--- config.mk ---
export PLATFORM = sky130hd
export DESIGN_NAME = requant_stream_4n
export DESIGN_NICKNAME = d
export VERILOG_FILES = /design/src/rtl/requant_stream_4n.sv
export SDC_FILE = /design/constraint.sdc
export NUM_CORES = 1
export LEC_CHECK = 0
export ABC_AREA = 0
export BUFFER_PORTS_ARGS = -buffer_cell sky130_fd_sc_hd__buf_4
export CORE_ASPECT_RATIO = 0.9
export CORE_UTILIZATION = 45
export DETAILED_ROUTE_END_ITERATION = 8
export PLACE_DENSITY = 0.76
export SLEW_MARGIN = 25
export SYNTH_ARGS = -nofsm -noshare
export SYNTH_HDL_FRONTEND = slang
export SYNTH_SLANG_ARGS = --single-unit
--- constraint.sdc ---
create_clock -name clk -period 11.8 [get_ports clk]
set_input_delay 2.36 -clock clk [delete_from_list [all_inputs] [get_ports clk]]
set_output_delay 2.36 -clock clk [all_outputs]
set_load 0.01 [all_outputs]
--- src/rtl/requant_stream_4n.sv ---
// Captures sixteen signed ReLU activations, requantizes them to unsigned bytes,
// and streams them out one per cycle on a valid/ready byte interface.
module requant_stream_4n #(
  parameter int QIN_SIZE = 17,
  parameter int QSHIFT   = 4
) (
  input  logic                       clk,
  input  logic                       rst,
  input  logic signed [QIN_SIZE-1:0] in0_n0,
  input  logic signed [QIN_SIZE-1:0] in1_n0,
  input  logic signed [QIN_SIZE-1:0] in2_n0,
  input  logic signed [QIN_SIZE-1:0] in3_n0,
  input  logic signed [QIN_SIZE-1:0] in0_n1,
  input  logic signed [QIN_SIZE-1:0] in1_n1,
  input  logic signed [QIN_SIZE-1:0] in2_n1,
  input  logic signed [QIN_SIZE-1:0] in3_n1,
  input  logic signed [QIN_SIZE-1:0] in0_n2,
  input  logic signed [QIN_SIZE-1:0] in1_n2,
  input  logic signed [QIN_SIZE-1:0] in2_n2,
  input  logic signed [QIN_SIZE-1:0] in3_n2,
  input  logic signed [QIN_SIZE-1:0] in0_n3,
  input  logic signed [QIN_SIZE-1:0] in1_n3,
  input  logic signed [QIN_SIZE-1:0] in2_n3,
  input  logic signed [QIN_SIZE-1:0] in3_n3,
  input  logic                       relu_ready,
  input  logic                       out_ready,
  output logic                       out_valid,
  output logic [7:0]                 out_data,
  output logic [3:0]                 out_idx,
  output logic                       out_last,
  output logic                       overflow
);

  // Output handshake: a byte moves on any cycle where out_valid && out_ready;
  // while out_valid is high and out_ready is low, data/idx/last hold steady.

  typedef enum logic {IDLE, STREAM} state_t;

  state_t     state_q, state_d;
  logic [3:0] idx_q, idx_d;
  logic       overflow_q, overflow_d;
  logic       capture;
  logic [7:0] frame_q [16];
  logic [7:0] rq [16];

  // Shift, then clamp: negative -> 0, anything above the low byte -> 255.
  function automatic logic [7:0] requant(input logic signed [QIN_SIZE-1:0] x);
    logic signed [QIN_SIZE-1:0] q;
    q = x >>> QSHIFT;
    if (q[QIN_SIZE-1])
      return 8'd0;
    else if (|q[QIN_SIZE-2:8])
      return 8'hFF;
    else
      return q[7:0];
  endfunction

  always_comb begin
    rq[0]  = requant(in0_n0);
    rq[1]  = requant(in1_n0);
    rq[2]  = requant(in2_n0);
    rq[3]  = requant(in3_n0);
    rq[4]  = requant(in0_n1);
    rq[5]  = requant(in1_n1);
    rq[6]  = requant(in2_n1);
    rq[7]  = requant(in3_n1);
    rq[8]  = requant(in0_n2);
    rq[9]  = requant(in1_n2);
    rq[10] = requant(in2_n2);
    rq[11] = requant(in3_n2);
    rq[12] = requant(in0_n3);
    rq[13] = requant(in1_n3);
    rq[14] = requant(in2_n3);
    rq[15] = requant(in3_n3);
  end

  always_ff @(posedge clk) begin
    if (rst) begin
      state_q    <= IDLE;
      idx_q      <= '0;
      overflow_q <= 1'b0;
      for (int k = 0; k < 16; k++) frame_q[k] <= '0;
    end else begin
      state_q    <= state_d;
      idx_q      <= idx_d;
      overflow_q <= overflow_d;
      if (capture) begin
        for (int k = 0; k < 16; k++) frame_q[k] <= rq[k];
      end
    end
  end

  always_comb begin
    state_d    = state_q;
    idx_d      = idx_q;
    overflow_d = overflow_q;
    capture    = 1'b0;
    case (state_q)
      IDLE: begin
        if (relu_ready) begin
          capture = 1'b1;
          idx_d   = 4'd0;
          state_d = STREAM;
        end
      end
      STREAM: begin
        if (out_ready) begin
          if (idx_q != 4'd15) begin
            idx_d = idx_q + 4'd1;
          end else begin
            idx_d = 4'd0;
            // A frame arriving with the last byte's transfer chains without a bubble.
            if (relu_ready) capture = 1'b1;
            else            state_d = IDLE;
          end
        end
        if (relu_ready && !capture) overflow_d = 1'b1;
      end
      default: state_d = IDLE;
    endcase
  end

  always_comb begin
    out_valid = (state_q == STREAM);
    out_data  = out_valid ? frame_q[idx_q] : 8'd0;
    out_idx   = out_valid ? idx_q : 4'd0;
    out_last  = out_valid && (idx_q == 4'd15);
    overflow  = overflow_q;
  end

endmodule
==> results of run 1 <==
==> metal layers <==
metal / vias to the layer above / global-route usage
li1: 2399 / -
met3: 30 / 0.0652
met5: - / 0
met4: 0 / 0.101
met2: 243 / 0.369
met1: 2372 / 0.280
==> flip-flops by register name (all words and copies together), names as in the netlist, named ones only <==
name / flops
frame_q: 128
idx_q: 4
out_valid: 1
overflow: 1
==> placed cells by master (no fill, tap or decap), drive strengths merged, types with 2 or more instances in the layout <==
cell	n
and2	5
nor2	37
nor2b	4
buf	227
nor3	16
o21ai	7
nand2b	5
dfxtp	10
inv	3
a22oi	22
mux2i	49
edfxtp	128
mux4	8
clkinvlp	2
clkbuf	18
clkinv	4
a21oi	6
o211ai	2
nand3	7
bufinv	6
o21a	128
nand2	29
==> path summary, 6_finish.rpt <==
check	from	end	slack, ns	cells past startpoint
max reg2reg	idx_q[0]$_SDFFE_PP0P_	frame_q[15][1]$_SDFFCE_PP0P_	8.96	5
max	flip-flop	out_data[3]	6.71	4
min reg2reg	overflow$_SDFFE_PP0P_	overflow$_SDFFE_PP0P_	0.47	2
min	overflow$_SDFFE_PP0P_	overflow$_SDFFE_PP0P_	0.47	2
==> area by class of cell <==
cell class,count,area [um2],share of cell area
well taps,198,248,0.0267
clock buffers,18,429,0.0462
flip-flops and latches,138,4050,0.435
inverters,1,3.75,0.000404
multi-input cells,339,2620,0.282
repair buffers,227,1700,0.183
clock inverters,14,243,0.0261
==> power by group through the flow <==
stage / sequential, uW / clock (uW) / combinational (uW)
5_1_grt: 595 / 627 / 151
3_5_place_dp: 601 / 0 / 139
2_1_floorplan: 594 / 0 / 66.5
3_3_place_gp: 599 / 0 / 136
4_1_cts: 591 / 606 / 140
6_report: 591 / 601 / 139
==> per-stage QoR <==
| step | utilization | power (uW) | hold slack, ns | cells | area, um2 |
|---|---|---|---|---|---|
| finish | 0.632 | 1330 | 0.475 | 935 | 9300 |
| global route | 0.632 | 1370 | 0.517 | 935 | 9300 |
| CTS | 0.632 | 1340 | 0.481 | 935 | 9290 |
| detailed placement | 0.586 | 740 | 0.468 | 903 | 8620 |
| global placement | 0.586 | 735 | 0.460 | 903 | 8620 |
| floorplan | - | 661 | 0.505 | 495 | 6780 |
==> tightest hold or removal path, stage by stage (launching register included) <==
cell and delay, ns:
dfxtp_1 0.33, a31oi_1 0.04, nor2_1 0.07
==> logic make-up (layout without fill, tap and decap cells) <==
family	Yosys count	after routing
and+or+nand+nor	107	107
AOI/OAI and AO/OA	174	174
buffers and inverters	18	260
DFF	138	138
muxes	57	57
adders and majority gates	1	1
==> reports/metrics.yaml, run 1 <==
cpPeakStageDelay_ns: 1.00
synth-compound-area-share: 0.188
vias: 5044
hpwl_mm: 12.3
worstSetupPathType: "flip-flop to output pin"
grt_pass1_wl_mm: 26.2
dr.pass1.iters: 5
worst_pin_slew_ns: 1.08
grt_pass1_vias: 5093
path_cells: "mux4_2, o211ai_1, o31ai_1, buf_4"
wl_per_cell_um: 18.2
met2_length_mm: 8.28
fin_skew_ns: 0.0101
async_flop_share: 0
synthMuxAreaShare: 0.0989
wl_met1_mm: 7.00
cts_resized: 0
htreeDepth: 4
die_x_um: 131
yosysTopAreaCell: "edfxtp_1"
worst_hold_path_type: "flip-flop to flip-flop"
io_pins: 291
hold_buffers: 0
drt_iter0_markers: 300
p_sw_frac: 0.210
io_buffers: 226
p_switching_uw: 280
yosys_warnings: 0
cts_tree: "done"
grt_antenna_before_repair: 0
setup_ws_ns: 6.71
p_per_area_nw_per_um2: 143
setup_viol: 0
antenna-diode-count: 0
clock_sinks: 138
synth_cell_types: 38
seq_power_share: 0.444
path_clk_slew_ns: 0.06
pre_cts_slack_ns: 7.17
critPathLaunchType: "flip-flop"
root_buffer: "clkbuf_16"
synthCells: 495
p_leak_uw: 0.00374
start_util: 0.461
critical_path_buf_inv_count: 1
cap_violations: 0
finalNetCount: 1001
viasPerCell: 5.39
tns_ns: 0
comb_power_share: 0.105
cts_buffer_depth: 2
numCtsBuffers: 17
drc: 0
rsz0062_at_grt: "false"
die_h_um: 118
peakVddDrop_uv: 105
path_delay_family: "flip-flops"
yosys-top-cells-area: "edfxtp_1 57%, o21a_1 14%, mux2i_1 7.2%"
ys_top_cells_by_count: "128 x edfxtp_1, 128 x o21a_1, 49 x mux2i_1"
synth_xor_xnor_area_share: 0
drive_gt1_frac: 0.380
totalWireLength_mm: 17.0
gp_congestion: 0.840
cp_max_fo: 56
clk_latency_ns: 0.42
cts_setup_buffers: 0
synth_edf_count: 128
dieArea_um2: 15600
wl_met3_mm: 1.32
hold_viol: 0
drtAntennaViolNets: 0
syn_nets: 772
fill_cells: 1137
critPathArrivalTime_ns: 2.73
period_share: 0.431
synthSimpleGateAreaFrac: 0.0954
synthFlopType: "edfxtp_1"
grt_max_degree: 69
required_ns: 9.44
area_growth_pct: 37.0
fp-row-count: 42
clkPwrFrac: 0.451
dr.max_layer_used: "met4"
syn_avg_cell_area_um2: 13.7
core-area_um2: 14700
worst_setup_path_end_kind: "output pin"
slew_violations: 0
internal-power_uw: 1050
gr-total-overflow: 0
seq_area_frac_synth: 0.596
syn_area_um2: 6780
synth_top_family_by_area: "compound AO/OA/AOI/OAI gates"
yosys.area.top_type_share: 0.567
ys_seq_elements: 138
relSlewSlack: 0.281
max_freq_mhz: 196
cpMaxStageDelayCell: "dfxtp_4"
outcome: "complete, no violations"
min_period_ns: 5.09
synth_adder_area_share: 0.00184
grtUsageTotal: 0.227
No activity file was read; power rests on OpenSTA's default activity.
==> run 2: changes to the inputs <==
Settings changed: CORE_UTILIZATION 45 to 44, PLACE_DENSITY 0.76 to 0.78.
Clock period 11.8 ns to 4.6 ns, I/O delays scaled along.
==> reports/metrics.yaml, run 2 (synthesis gave the netlist of run 1 again) <==
min_period_ns: 3.66
drtAntennaViolNets: 0  # unchanged
drt_iter0_markers: 302  # +0.67%
mostFrequentLayoutCells: "227 x buf_4, 128 x o21a_1, 128 x edfxtp_1, 49 x mux2i_1, 29 x nand2_1"
critPathArrivalTime_ns: 2.74  # about the same
layout_commonest_cell: "buf_4"
drive_gt1_frac: 0.383  # +0.00355
hold_buffers: 0  # unchanged
min_path_cells: 2  # unchanged
totalWireLength_mm: 17.5  # +3.0%
wl_per_cell_um: 18.7  # +2.9%
relSlewSlack: 0.293  # +0.0117
cp_max_fo: 13  # -77%
hold_start: "overflow$_SDFFE_PP0P_"
fp-row-count: 42  # unchanged
worstSetupPathType: "flip-flop to output pin"
grt_pass1_vias: 5307  # +4.2%
required_ns: 3.68  # -5.76 ns
fin_skew_ns: 0.00747  # -0.00261 ns
grtUsageTotal: 0.229  # +0.00197
dieArea_um2: 15900  # +2.2%
period_share: 0.796
htreeDepth: 4  # unchanged
hold_slack_ns: 0.478  # +0.00394 ns
rr_startpoint: "idx_q[0]$_SDFFE_PP0P_"
io_pins: 291  # unchanged
drc: 0  # unchanged
cts_buffer_depth: 2  # unchanged
slew_violations: 0  # unchanged
die_h_um: 120  # +1.1%
worst_hold_path_type: "flip-flop to flip-flop"
regMostFlops: "frame_q"
numCtsBuffers: 17  # unchanged
cts_resized: 0  # unchanged
io_buffers: 226  # unchanged
setup_viol: 0  # unchanged
vias: 5009  # -0.69%
path_clk_slew_ns: 0.06  # about the same
worst_setup_path_end_kind: "output pin"
start_util: 0.456  # -0.00489
grt_antenna_before_repair: 0  # unchanged
hold_viol: 0  # unchanged
critPathLaunchType: "flip-flop"
grt_max_degree: 70  # +1.4%
area_growth_pct: 36.3
p_leak_uw: 0.00374  # about the same
cap_violations: 0  # unchanged
largest_register_ffs: 128  # unchanged
finalNetCount: 1002  # +0.10%
core-area_um2: 14900  # +1.1%
reg_top3: "frame_q x128, idx_q x4"
p_per_area_nw_per_um2: 348  # +140%
root_buffer: "clkbuf_16"
clk_latency_ns: 0.42  # about the same
whs_endpoint: "overflow$_SDFFE_PP0P_"
tns_ns: 0  # unchanged
viasPerCell: 5.35  # -0.80%
antenna-diode-count: 0  # unchanged
peakVddDrop_uv: 265  # +150%
max_freq_mhz: 273
cts_setup_buffers: 0  # unchanged
r2r_setup_slack_ns: 2.09  # -6.87 ns
reg2regPathDepth: 5  # unchanged
worst_pin_slew_ns: 1.06  # -0.0176 ns
grt_pass1_wl_mm: 26.9  # +2.7%
cts_tree: "done"
dr.pass1.iters: 5  # unchanged
gp_congestion: 0.803  # -4.5%
gr-total-overflow: 0  # unchanged
outcome: "complete, no violations"
rsz0062_at_grt: "false"
hpwl_mm: 13.1  # +5.9%
r2r_end: "frame_q[14][0]$_SDFFCE_PP0P_"
die_x_um: 133  # +1.1%
clock_sinks: 138  # unchanged
==> run 2: layout make-up <==
class / instances / area [um2]
clock buffer: 23 / 553
fill: 1158 / 5620
sequential: 138 / 4050
clock inverter: 9 / 51.3
multi-input combinational: 339 / 2620
timing repair buffer: 228 / 1720
tap: 198 / 248
inverter: 1 / 3.75
==> run 2: how the worst max path moves through the flow <==
stage                          from  cells after the start                     endpoint  slack [ns]
after floorplan                 rst                      2  frame_q[0][0]$_SDFFCE_PP0P_        0.31
after global routing      flip-flop                      5                  out_data[0]        0.80
after global placement    flip-flop                      5                  out_data[0]        1.38
after CTS                 flip-flop                      5                  out_data[0]        0.89
final                     flip-flop                      5                  out_data[0]        0.94
after detailed placement  flip-flop                      5                  out_data[0]        1.36
==> run 2: metal layers <==
layer,GRT usage,share of wire,vias to the layer above
met4,0.0977,0.026,0
met5,0,0,-
met1,0.278,0.40,2345
li1,-,-,2399
met2,0.388,0.50,230
met3,0.0558,0.072,35
==> run 2: metrics by stage <==
step           power [uW]  cells   util  cell area, um2  worst slack, ns
2_1_floorplan        1690    495      -            6780            0.310
3_3_place_gp         1890    904  0.581            8640             1.38
3_5_place_dp         1900    904  0.581            8640             1.36
4_1_cts              3240    936  0.622            9250            0.887
5_1_grt              3320    936  0.622            9250            0.795
6_report             3220    936  0.622            9250            0.937
==> run 2: worst max-delay path, stage by stage, from the launching register on <==
cell     delay, ns
dfxtp_1       0.68
nor2b_1       0.87
a22oi_1       0.26
nand3_1       0.19
o21ai_1       0.14
buf_4         0.18
==> run 2: power by group <==
group | leakage (uW) | internal [uW] | total [uW] | switching [uW]
combinational | 0.00198 | 204 | 367 | 163
sequential | 0.00145 | 1480 | 1510 | 37.3
clock | 0.000310 | 842 | 1340 | 501
